**config.mk**
```make
export PLATFORM = sky130hd
export DESIGN_NAME = corelet_ctrl_flat
export DESIGN_NICKNAME = d
export VERILOG_FILES = /design/src/rtl/corelet_ctrl_if.sv /design/src/rtl/corelet_ctrl.sv /design/src/flat_wrapper.sv
export SDC_FILE = /design/constraint.sdc
export NUM_CORES = 1
export LEC_CHECK = 0
export ABC_AREA = 1
export BUFFER_PORTS_ARGS = -buffer_cell sky130_fd_sc_hd__buf_2
export CORE_ASPECT_RATIO = 0.5
export CORE_MARGIN = 10
export CORE_UTILIZATION = 58
export CTS_BUF_LIST = sky130_fd_sc_hd__clkbuf_2 sky130_fd_sc_hd__clkbuf_4 sky130_fd_sc_hd__clkbuf_8
export DETAILED_ROUTE_END_ITERATION = 16
export GPL_ROUTABILITY_DRIVEN = 0
export PLACE_DENSITY_LB_ADDON = 0.12
export SYNTH_ARGS = -nofsm -noshare
export SYNTH_HDL_FRONTEND = slang
export SYNTH_SLANG_ARGS = --single-unit
```
**constraint.sdc**
```tcl
create_clock -name clk -period 2.5 [get_ports clk]
set_clock_uncertainty 0.1 [all_clocks]
set_input_delay 0.125 -clock clk [delete_from_list [all_inputs] [get_ports clk]]
set_output_delay 0.125 -clock clk [all_outputs]
set_load 0.01 [all_outputs]
```
**src/rtl/corelet_ctrl_if.sv**
```systemverilog
// Host/corelet-facing bundle for corelet_ctrl. master = sequencer, slave = host + corelet.
// The perf counter signals exist only when CORELET_CTRL_PERF_EN is defined.
interface corelet_ctrl_if #(
  parameter int ADDR_W = 11
);
  logic              start;
  logic [7:0]        num_vec;
  logic              busy;
  logic              done;
  logic              xw_cen;
  logic [ADDR_W-1:0] xw_addr;
  logic              l0_wr;
  logic              l0_rd;
  logic              l0_full;
  logic              load;
  logic              execute;
  logic              ofifo_valid;
  logic              ofifo_rd;
  logic              psum_wen;
  logic              psum_cen;
  logic [ADDR_W-1:0] psum_addr;

`ifdef CORELET_CTRL_PERF_EN
  logic [31:0]       perf_cycles;
  logic [31:0]       perf_stall;

  modport master (
    input  start, num_vec, l0_full, ofifo_valid,
    output busy, done, xw_cen, xw_addr, l0_wr, l0_rd, load, execute,
           ofifo_rd, psum_wen, psum_cen, psum_addr, perf_cycles, perf_stall
  );

  modport slave (
    output start, num_vec, l0_full, ofifo_valid,
    input  busy, done, xw_cen, xw_addr, l0_wr, l0_rd, load, execute,
           ofifo_rd, psum_wen, psum_cen, psum_addr, perf_cycles, perf_stall
  );
`else
  modport master (
    input  start, num_vec, l0_full, ofifo_valid,
    output busy, done, xw_cen, xw_addr, l0_wr, l0_rd, load, execute,
           ofifo_rd, psum_wen, psum_cen, psum_addr
  );

  modport slave (
    output start, num_vec, l0_full, ofifo_valid,
    input  busy, done, xw_cen, xw_addr, l0_wr, l0_rd, load, execute,
           ofifo_rd, psum_wen, psum_cen, psum_addr
  );
`endif
endinterface

```
**src/rtl/corelet_ctrl.sv**
```systemverilog
// corelet_ctrl: sequences one corelet pass (kernel load, activation stream,
// execute, output drain). Optional perf counters behind CORELET_CTRL_PERF_EN.
//
// state    | meaning
// IDLE     | waiting for start with num_vec != 0
// KWR      | read kernel rows from xw SRAM into L0 (stalls on l0_full)
// KLD      | l0_rd + load for row cycles (kernel capture)
// GAP      | GAP idle cycles for weight propagation
// AWR      | read activation vectors into L0 (stalls on l0_full)
// EXE      | l0_rd + execute for num_vec cycles
// DRN      | pop OFIFO into psum SRAM whenever ofifo_valid
// DONE     | one-cycle done pulse, back to IDLE
module corelet_ctrl #(
  parameter int row         = 8,
  parameter int col         = 8,
  parameter int ADDR_W      = 11,
  parameter int KERNEL_BASE = 0,
  parameter int ACT_BASE    = 64,
  parameter int GAP         = 16
) (
  input logic             clk,
  input logic             reset,
  corelet_ctrl_if.master  bus
);

  localparam int RW = $clog2(row + 1);
  localparam int GW = $clog2(GAP + 1);

  if (row < 1 || col < 1 || GAP < 1) begin : g_cfg_err
    $error("corelet_ctrl: row, col and GAP must all be at least 1");
  end

  typedef enum logic [2:0] {
    ST_IDLE, ST_KWR, ST_KLD, ST_GAP, ST_AWR, ST_EXE, ST_DRN, ST_DONE
  } state_t;

  state_t            state, state_n;
  logic [RW-1:0]     rcnt, rcnt_n;
  logic [7:0]        vcnt, vcnt_n;
  logic [7:0]        nv, nv_n;
  logic [GW-1:0]     gcnt, gcnt_n;
  logic [ADDR_W-1:0] paddr, paddr_n;
  logic [ADDR_W-1:0] xaddr;
  logic              accept;
  logic              issue;
  logic              pop;
  logic              stall;
  logic              l0_wr_q, l0_rd_q, load_q, exe_q, busy_q, done_q;

  assign accept = (state == ST_IDLE) && bus.start && (bus.num_vec != 8'd0);

  // Next-state, counter updates, SRAM read issue and OFIFO pop decisions.
  always_comb begin
    state_n = state;
    rcnt_n  = rcnt;
    vcnt_n  = vcnt;
    nv_n    = nv;
    gcnt_n  = gcnt;
    paddr_n = paddr;
    xaddr   = '0;
    issue   = 1'b0;
    pop     = 1'b0;
    stall   = 1'b0;
    case (state)
      ST_IDLE: begin
        if (accept) begin
          state_n = ST_KWR;
          nv_n    = bus.num_vec;
          rcnt_n  = '0;
          vcnt_n  = '0;
          gcnt_n  = '0;
          paddr_n = '0;
        end
      end
      ST_KWR: begin
        // Address follows the issue count, so it holds while l0_full stalls.
        xaddr = ADDR_W'(KERNEL_BASE) + ADDR_W'(rcnt);
        if (rcnt == RW'(row)) begin
          // Last read was issued last cycle; its l0_wr is on the bus now.
          state_n = ST_KLD;
          rcnt_n  = '0;
        end else if (bus.l0_full) begin
          stall = 1'b1;
        end else begin
          issue  = 1'b1;
          rcnt_n = rcnt + RW'(1);
        end
      end
      ST_KLD: begin
        if (rcnt == RW'(row - 1)) begin
          state_n = ST_GAP;
          rcnt_n  = '0;
        end else begin
          rcnt_n = rcnt + RW'(1);
        end
      end
      ST_GAP: begin
        if (gcnt == GW'(GAP - 1)) begin
          state_n = ST_AWR;
          gcnt_n  = '0;
        end else begin
          gcnt_n = gcnt + GW'(1);
        end
      end
      ST_AWR: begin
        xaddr = ADDR_W'(ACT_BASE) + ADDR_W'(vcnt);
        if (vcnt == nv) begin
          state_n = ST_EXE;
          vcnt_n  = '0;
        end else if (bus.l0_full) begin
          stall = 1'b1;
        end else begin
          issue  = 1'b1;
          vcnt_n = vcnt + 8'd1;
        end
      end
      ST_EXE: begin
        if (vcnt == nv - 8'd1) begin
          state_n = ST_DRN;
          vcnt_n  = '0;
        end else begin
          vcnt_n = vcnt + 8'd1;
        end
      end
      ST_DRN: begin
        if (bus.ofifo_valid) begin
          pop     = 1'b1;
          paddr_n = paddr + ADDR_W'(1);
          if (vcnt == nv - 8'd1) begin
            state_n = ST_DONE;
            vcnt_n  = '0;
          end else begin
            vcnt_n = vcnt + 8'd1;
          end
        end else begin
          stall = 1'b1;
        end
      end
      ST_DONE: begin
        state_n = ST_IDLE;
      end
      default: begin
        state_n = ST_IDLE;
      end
    endcase
  end

  // State, counters and registered corelet strobes (decoded from next state).
  always_ff @(posedge clk) begin
    if (reset) begin
      state   <= ST_IDLE;
      rcnt    <= '0;
      vcnt    <= '0;
      nv      <= '0;
      gcnt    <= '0;
      paddr   <= '0;
      l0_wr_q <= 1'b0;
      l0_rd_q <= 1'b0;
      load_q  <= 1'b0;
      exe_q   <= 1'b0;
      busy_q  <= 1'b0;
      done_q  <= 1'b0;
    end else begin
      state   <= state_n;
      rcnt    <= rcnt_n;
      vcnt    <= vcnt_n;
      nv      <= nv_n;
      gcnt    <= gcnt_n;
      paddr   <= paddr_n;
      l0_wr_q <= issue;
      l0_rd_q <= (state_n == ST_KLD) || (state_n == ST_EXE);
      load_q  <= (state_n == ST_KLD);
      exe_q   <= (state_n == ST_EXE);
      busy_q  <= (state_n != ST_IDLE);
      done_q  <= (state_n == ST_DONE);
    end
  end

  assign bus.busy      = busy_q;
  assign bus.done      = done_q;
  assign bus.xw_cen    = ~issue;
  assign bus.xw_addr   = xaddr;
  assign bus.l0_wr     = l0_wr_q;
  assign bus.l0_rd     = l0_rd_q;
  assign bus.load      = load_q;
  assign bus.execute   = exe_q;
  assign bus.ofifo_rd  = pop;
  assign bus.psum_cen  = ~pop;
  assign bus.psum_wen  = ~pop;
  assign bus.psum_addr = paddr;

`ifdef CORELET_CTRL_PERF_EN
  logic [31:0] perf_cycles_q, perf_stall_q;

  // Saturating busy/stall counters, cleared on an accepted start.
  always_ff @(posedge clk) begin
    if (reset || accept) begin
      perf_cycles_q <= '0;
      perf_stall_q  <= '0;
    end else begin
      if (busy_q && (perf_cycles_q != 32'hFFFF_FFFF)) perf_cycles_q <= perf_cycles_q + 32'd1;
      if (stall && (perf_stall_q != 32'hFFFF_FFFF))   perf_stall_q  <= perf_stall_q + 32'd1;
    end
  end

  assign bus.perf_cycles = perf_cycles_q;
  assign bus.perf_stall  = perf_stall_q;
`endif

endmodule

```
**src/flat_wrapper.sv**
```systemverilog
// flat-port wrapper written by rule: the top's interface ports become plain ports
module corelet_ctrl_flat 
#(
  parameter int row         = 8,
  parameter int col         = 8,
  parameter int ADDR_W      = 11,
  parameter int KERNEL_BASE = 0,
  parameter int ACT_BASE    = 64,
  parameter int GAP         = 16
)
  (clk, reset, bus_start, bus_num_vec, bus_l0_full, bus_ofifo_valid, bus_busy, bus_done, bus_xw_cen, bus_xw_addr, bus_l0_wr, bus_l0_rd, bus_load, bus_execute, bus_ofifo_rd, bus_psum_wen, bus_psum_cen, bus_psum_addr);
  corelet_ctrl_if #(.ADDR_W(ADDR_W)) bus_i ();
  input logic clk;
  input logic reset;
  input wire logic [$bits(bus_i.start)-1:0] bus_start;
  input wire logic [$bits(bus_i.num_vec)-1:0] bus_num_vec;
  input wire logic [$bits(bus_i.l0_full)-1:0] bus_l0_full;
  input wire logic [$bits(bus_i.ofifo_valid)-1:0] bus_ofifo_valid;
  output wire logic [$bits(bus_i.busy)-1:0] bus_busy;
  output wire logic [$bits(bus_i.done)-1:0] bus_done;
  output wire logic [$bits(bus_i.xw_cen)-1:0] bus_xw_cen;
  output wire logic [$bits(bus_i.xw_addr)-1:0] bus_xw_addr;
  output wire logic [$bits(bus_i.l0_wr)-1:0] bus_l0_wr;
  output wire logic [$bits(bus_i.l0_rd)-1:0] bus_l0_rd;
  output wire logic [$bits(bus_i.load)-1:0] bus_load;
  output wire logic [$bits(bus_i.execute)-1:0] bus_execute;
  output wire logic [$bits(bus_i.ofifo_rd)-1:0] bus_ofifo_rd;
  output wire logic [$bits(bus_i.psum_wen)-1:0] bus_psum_wen;
  output wire logic [$bits(bus_i.psum_cen)-1:0] bus_psum_cen;
  output wire logic [$bits(bus_i.psum_addr)-1:0] bus_psum_addr;
  assign bus_i.start = bus_start;
  assign bus_i.num_vec = bus_num_vec;
  assign bus_i.l0_full = bus_l0_full;
  assign bus_i.ofifo_valid = bus_ofifo_valid;
  assign bus_busy = bus_i.busy;
  assign bus_done = bus_i.done;
  assign bus_xw_cen = bus_i.xw_cen;
  assign bus_xw_addr = bus_i.xw_addr;
  assign bus_l0_wr = bus_i.l0_wr;
  assign bus_l0_rd = bus_i.l0_rd;
  assign bus_load = bus_i.load;
  assign bus_execute = bus_i.execute;
  assign bus_ofifo_rd = bus_i.ofifo_rd;
  assign bus_psum_wen = bus_i.psum_wen;
  assign bus_psum_cen = bus_i.psum_cen;
  assign bus_psum_addr = bus_i.psum_addr;
  corelet_ctrl #(.row(row), .col(col), .ADDR_W(ADDR_W), .KERNEL_BASE(KERNEL_BASE), .ACT_BASE(ACT_BASE), .GAP(GAP)) u_core (.clk(clk), .reset(reset), .bus(bus_i));
endmodule
```
==> metrics <==
outcome completed; FF+latch area 901 um2; Worst Tran Pin Value 634 ps; Setup Viol. Count Final 0; largest family of logic cells by synthesized area simple AND/OR/NAND/NOR gates; worst-skew pair later-pin latency 310 ps; simple-gate share of the synthesized area 37.0%; Detail Route Antenna Nets 0; port buffer count 42; WP data required 2280 ps; max-cap viol count 0; slowest stage cell on the critical path dfxtp_1; fraction of layout cells with a size suffix above 1 15.7%; Critical Path Most Common Cell nand2_1; CTS Buf Count 5; DIE HEIGHT 67.5 um; number of remaining DRC errors 0; Final Non-Filler Cells 510; largest net degree at the start of global routing 23; CTS tree done; filler cell count 404; R2R Setup Slk 400 ps; Lkg Pwr 1.49 nW; Hold Path Cell Cnt 3; fin crit period 2280 ps; final net count 472; vias 2679; GR Overflow Total 0; Top Ports 45; clock transition at the registers of the reported paths 80 ps; Worst EP arrival 2060 ps; register area share after synthesis 34.4%; area occupied by multi-input gates 1440 um2; Crit Reg-Reg Startpoint u_core.nv[0]$_SDFFE_PP0P_; Peak VDD IR 0.000246 V; Worst Setup Start Kind flop; pwr dens 568 nW/um2; Slew HR 57.7%; Yosys reg bits 45; CTS resizes 0; Post-Synth XOR/XNOR Area 2.01%; Post-Place Cells 501; setup TNS 0 ps; Post-DP HPWL 4980 um; Final Routed Wirelength 6360 um; Antenna Cells 0; multiplexer area fraction after synthesis 0%; Initial Util 59.7%; Synth Area in Compound Gates 12.4%; post-route worst setup slack 217 ps; Critical Path Fanout Max 6; Die X 115 um; global-route wire length before repair 10900 um; main area contributors after synthesis dfxtp_1, nand2_1, nor2_1; post-route clock period utilization 91.3%; count of pins over their slew limit 0; Hold Fails Final Rpt 0; syn_area_per_cell 6.38 um2; crit end category primary output; commonest non-fill, non-tap cell in the layout nand2_1; CORE AREA 4380 um2; global-route usage over all layers 16.9%; most frequent cells in the layout nand2_1, nor2_1, inv_1; worst r2r dst u_core.vcnt[3]$_SDFFE_PP0P_; CP Cell Sequence nand2_1, nand2_1, nand3_1, nor3_1, nand2_1, inv_1, nor2_1, o21bai_1, buf_2; CP peak stage delay 460 ps; Synth top area share 34.4%; Hold Path Class input pin to flop; H-tree Lvls 2; critical path class flop to primary output; Placement Rows 17; Yosys top cell by area dfxtp_1; Post-Synth Adder-Cell Area 3.35%; clk buf depth 2; Root Driver clkbuf_8; RSZ-0062 raised after global routing false; Cells after Synth 410; Routed WL per cell 12.5 um; vias per inst 5.25; synthesized area 2620 um2; Synth cell types 34; clock sinks 45; Fmax achieved 438 MHz; die area 7760 um2; area delta synth->final 13.9%; worst slack at placement 433 ps; Critical Path Sink bus_xw_cen; Initial DRC Count 220; antenna violations before repair 0; worst-case reg-to-reg path depth 13; vias in the first global route 2442; DRT Pass-1 Iters 5; crit path from u_core.vcnt[2]$_SDFFE_PP0P_; yosys warns 0
-- flip-flops by register name (all words and copies together), names as in the netlist, 3 cells and up --
name                  count
u_core.bus.psum_addr     11
u_core.rcnt               4
u_core.gcnt               5
u_core.state              3
u_core.nv                 8
u_core.vcnt               8
-- cell families (layout without fill, tap and decap cells) --
family	Yosys count	after routing
compound gates	61	61
xor+xnor	6	6
fa+ha+maj	7	7
buf+inv	69	111
flops	45	45
other cells	1	2
simple gates	221	221
-- routing by layer --
| layer | vias to the layer above | routed length [um] | global-route usage, % |
|---|---|---|---|
| met5 | - | 0 | 0 |
| met1 | 1209 | 2990 | 21.0 |
| met2 | 71 | 2900 | 28.1 |
| met3 | 8 | 422 | 4.95 |
| met4 | 0 | 58 | 4.91 |
| li1 | 1391 | - | - |
-- timing repair --
item,in CTS,in global routing
buffers inserted,0,0
hold buffers,1,0
hold endpoints to repair,1,0
-- synthesized netlist by cell type, drive strengths merged --
cell type  number
xor2            4
o21ai          26
buf             5
nor3b           1
clkbuf          4
nor4            1
xnor2           2
a31o            1
and3            1
dfxtp          45
o21bai          1
conb            1
nor2           60
ha              7
a221oi          1
nand3b          1
nand3          35
inv            59
nand2         109
clkinv          1
nor3            7
nand4           6
a21oi          28
o22ai           4
-- power breakdown --
part | internal (W) | total [W] | switching (W)
clock | 0.000325 | 0.000585 | 0.000260
combinational | 0.000111 | 0.000332 | 0.000221
sequential | 0.000744 | 0.000777 | 0.0000323
-- cell type report --
class	count	area share, %
multi-input cells	297	48.4
flip-flops and latches	45	30.2
inverters	60	7.60
repair buffers	43	7.39
clock buffers	6	2.77
well taps	57	2.39
clock inverters	2	1.26
-- critical path: cells and delay by family, from the launching register on --
kind            cells  cell delay, ps
flops               1             460
compound gates      1             230
buf+inv             2             260
simple gates        6             790
-- per-stage QoR --
step / hold WS [ps] / total power (W) / utilization [%] / area [um2]
floorplan: 192 / 0.00105 / - / 2620
global placement: 298 / 0.00111 / 65.0 / 2850
detailed placement: 303 / 0.00112 / 65.0 / 2850
CTS: 4.77 / 0.00170 / 68.0 / 2980
global route: 49.1 / 0.00179 / 68.0 / 2980
finish: 12.6 / 0.00169 / 68.0 / 2980
-- how the worst min path moves through the flow --
stage / from / endpoint
final: bus_num_vec[7] / u_core.nv[7]$_SDFFE_PP0P_
after global placement: bus_num_vec[5] / u_core.nv[5]$_SDFFE_PP0P_
after CTS: bus_num_vec[7] / u_core.nv[7]$_SDFFE_PP0P_
after detailed placement: bus_num_vec[5] / u_core.nv[5]$_SDFFE_PP0P_
after global routing: bus_num_vec[7] / u_core.nv[7]$_SDFFE_PP0P_
after floorplan: bus_num_vec[5] / u_core.nv[5]$_SDFFE_PP0P_
Note: power is estimated with default switching activity, not from simulation.
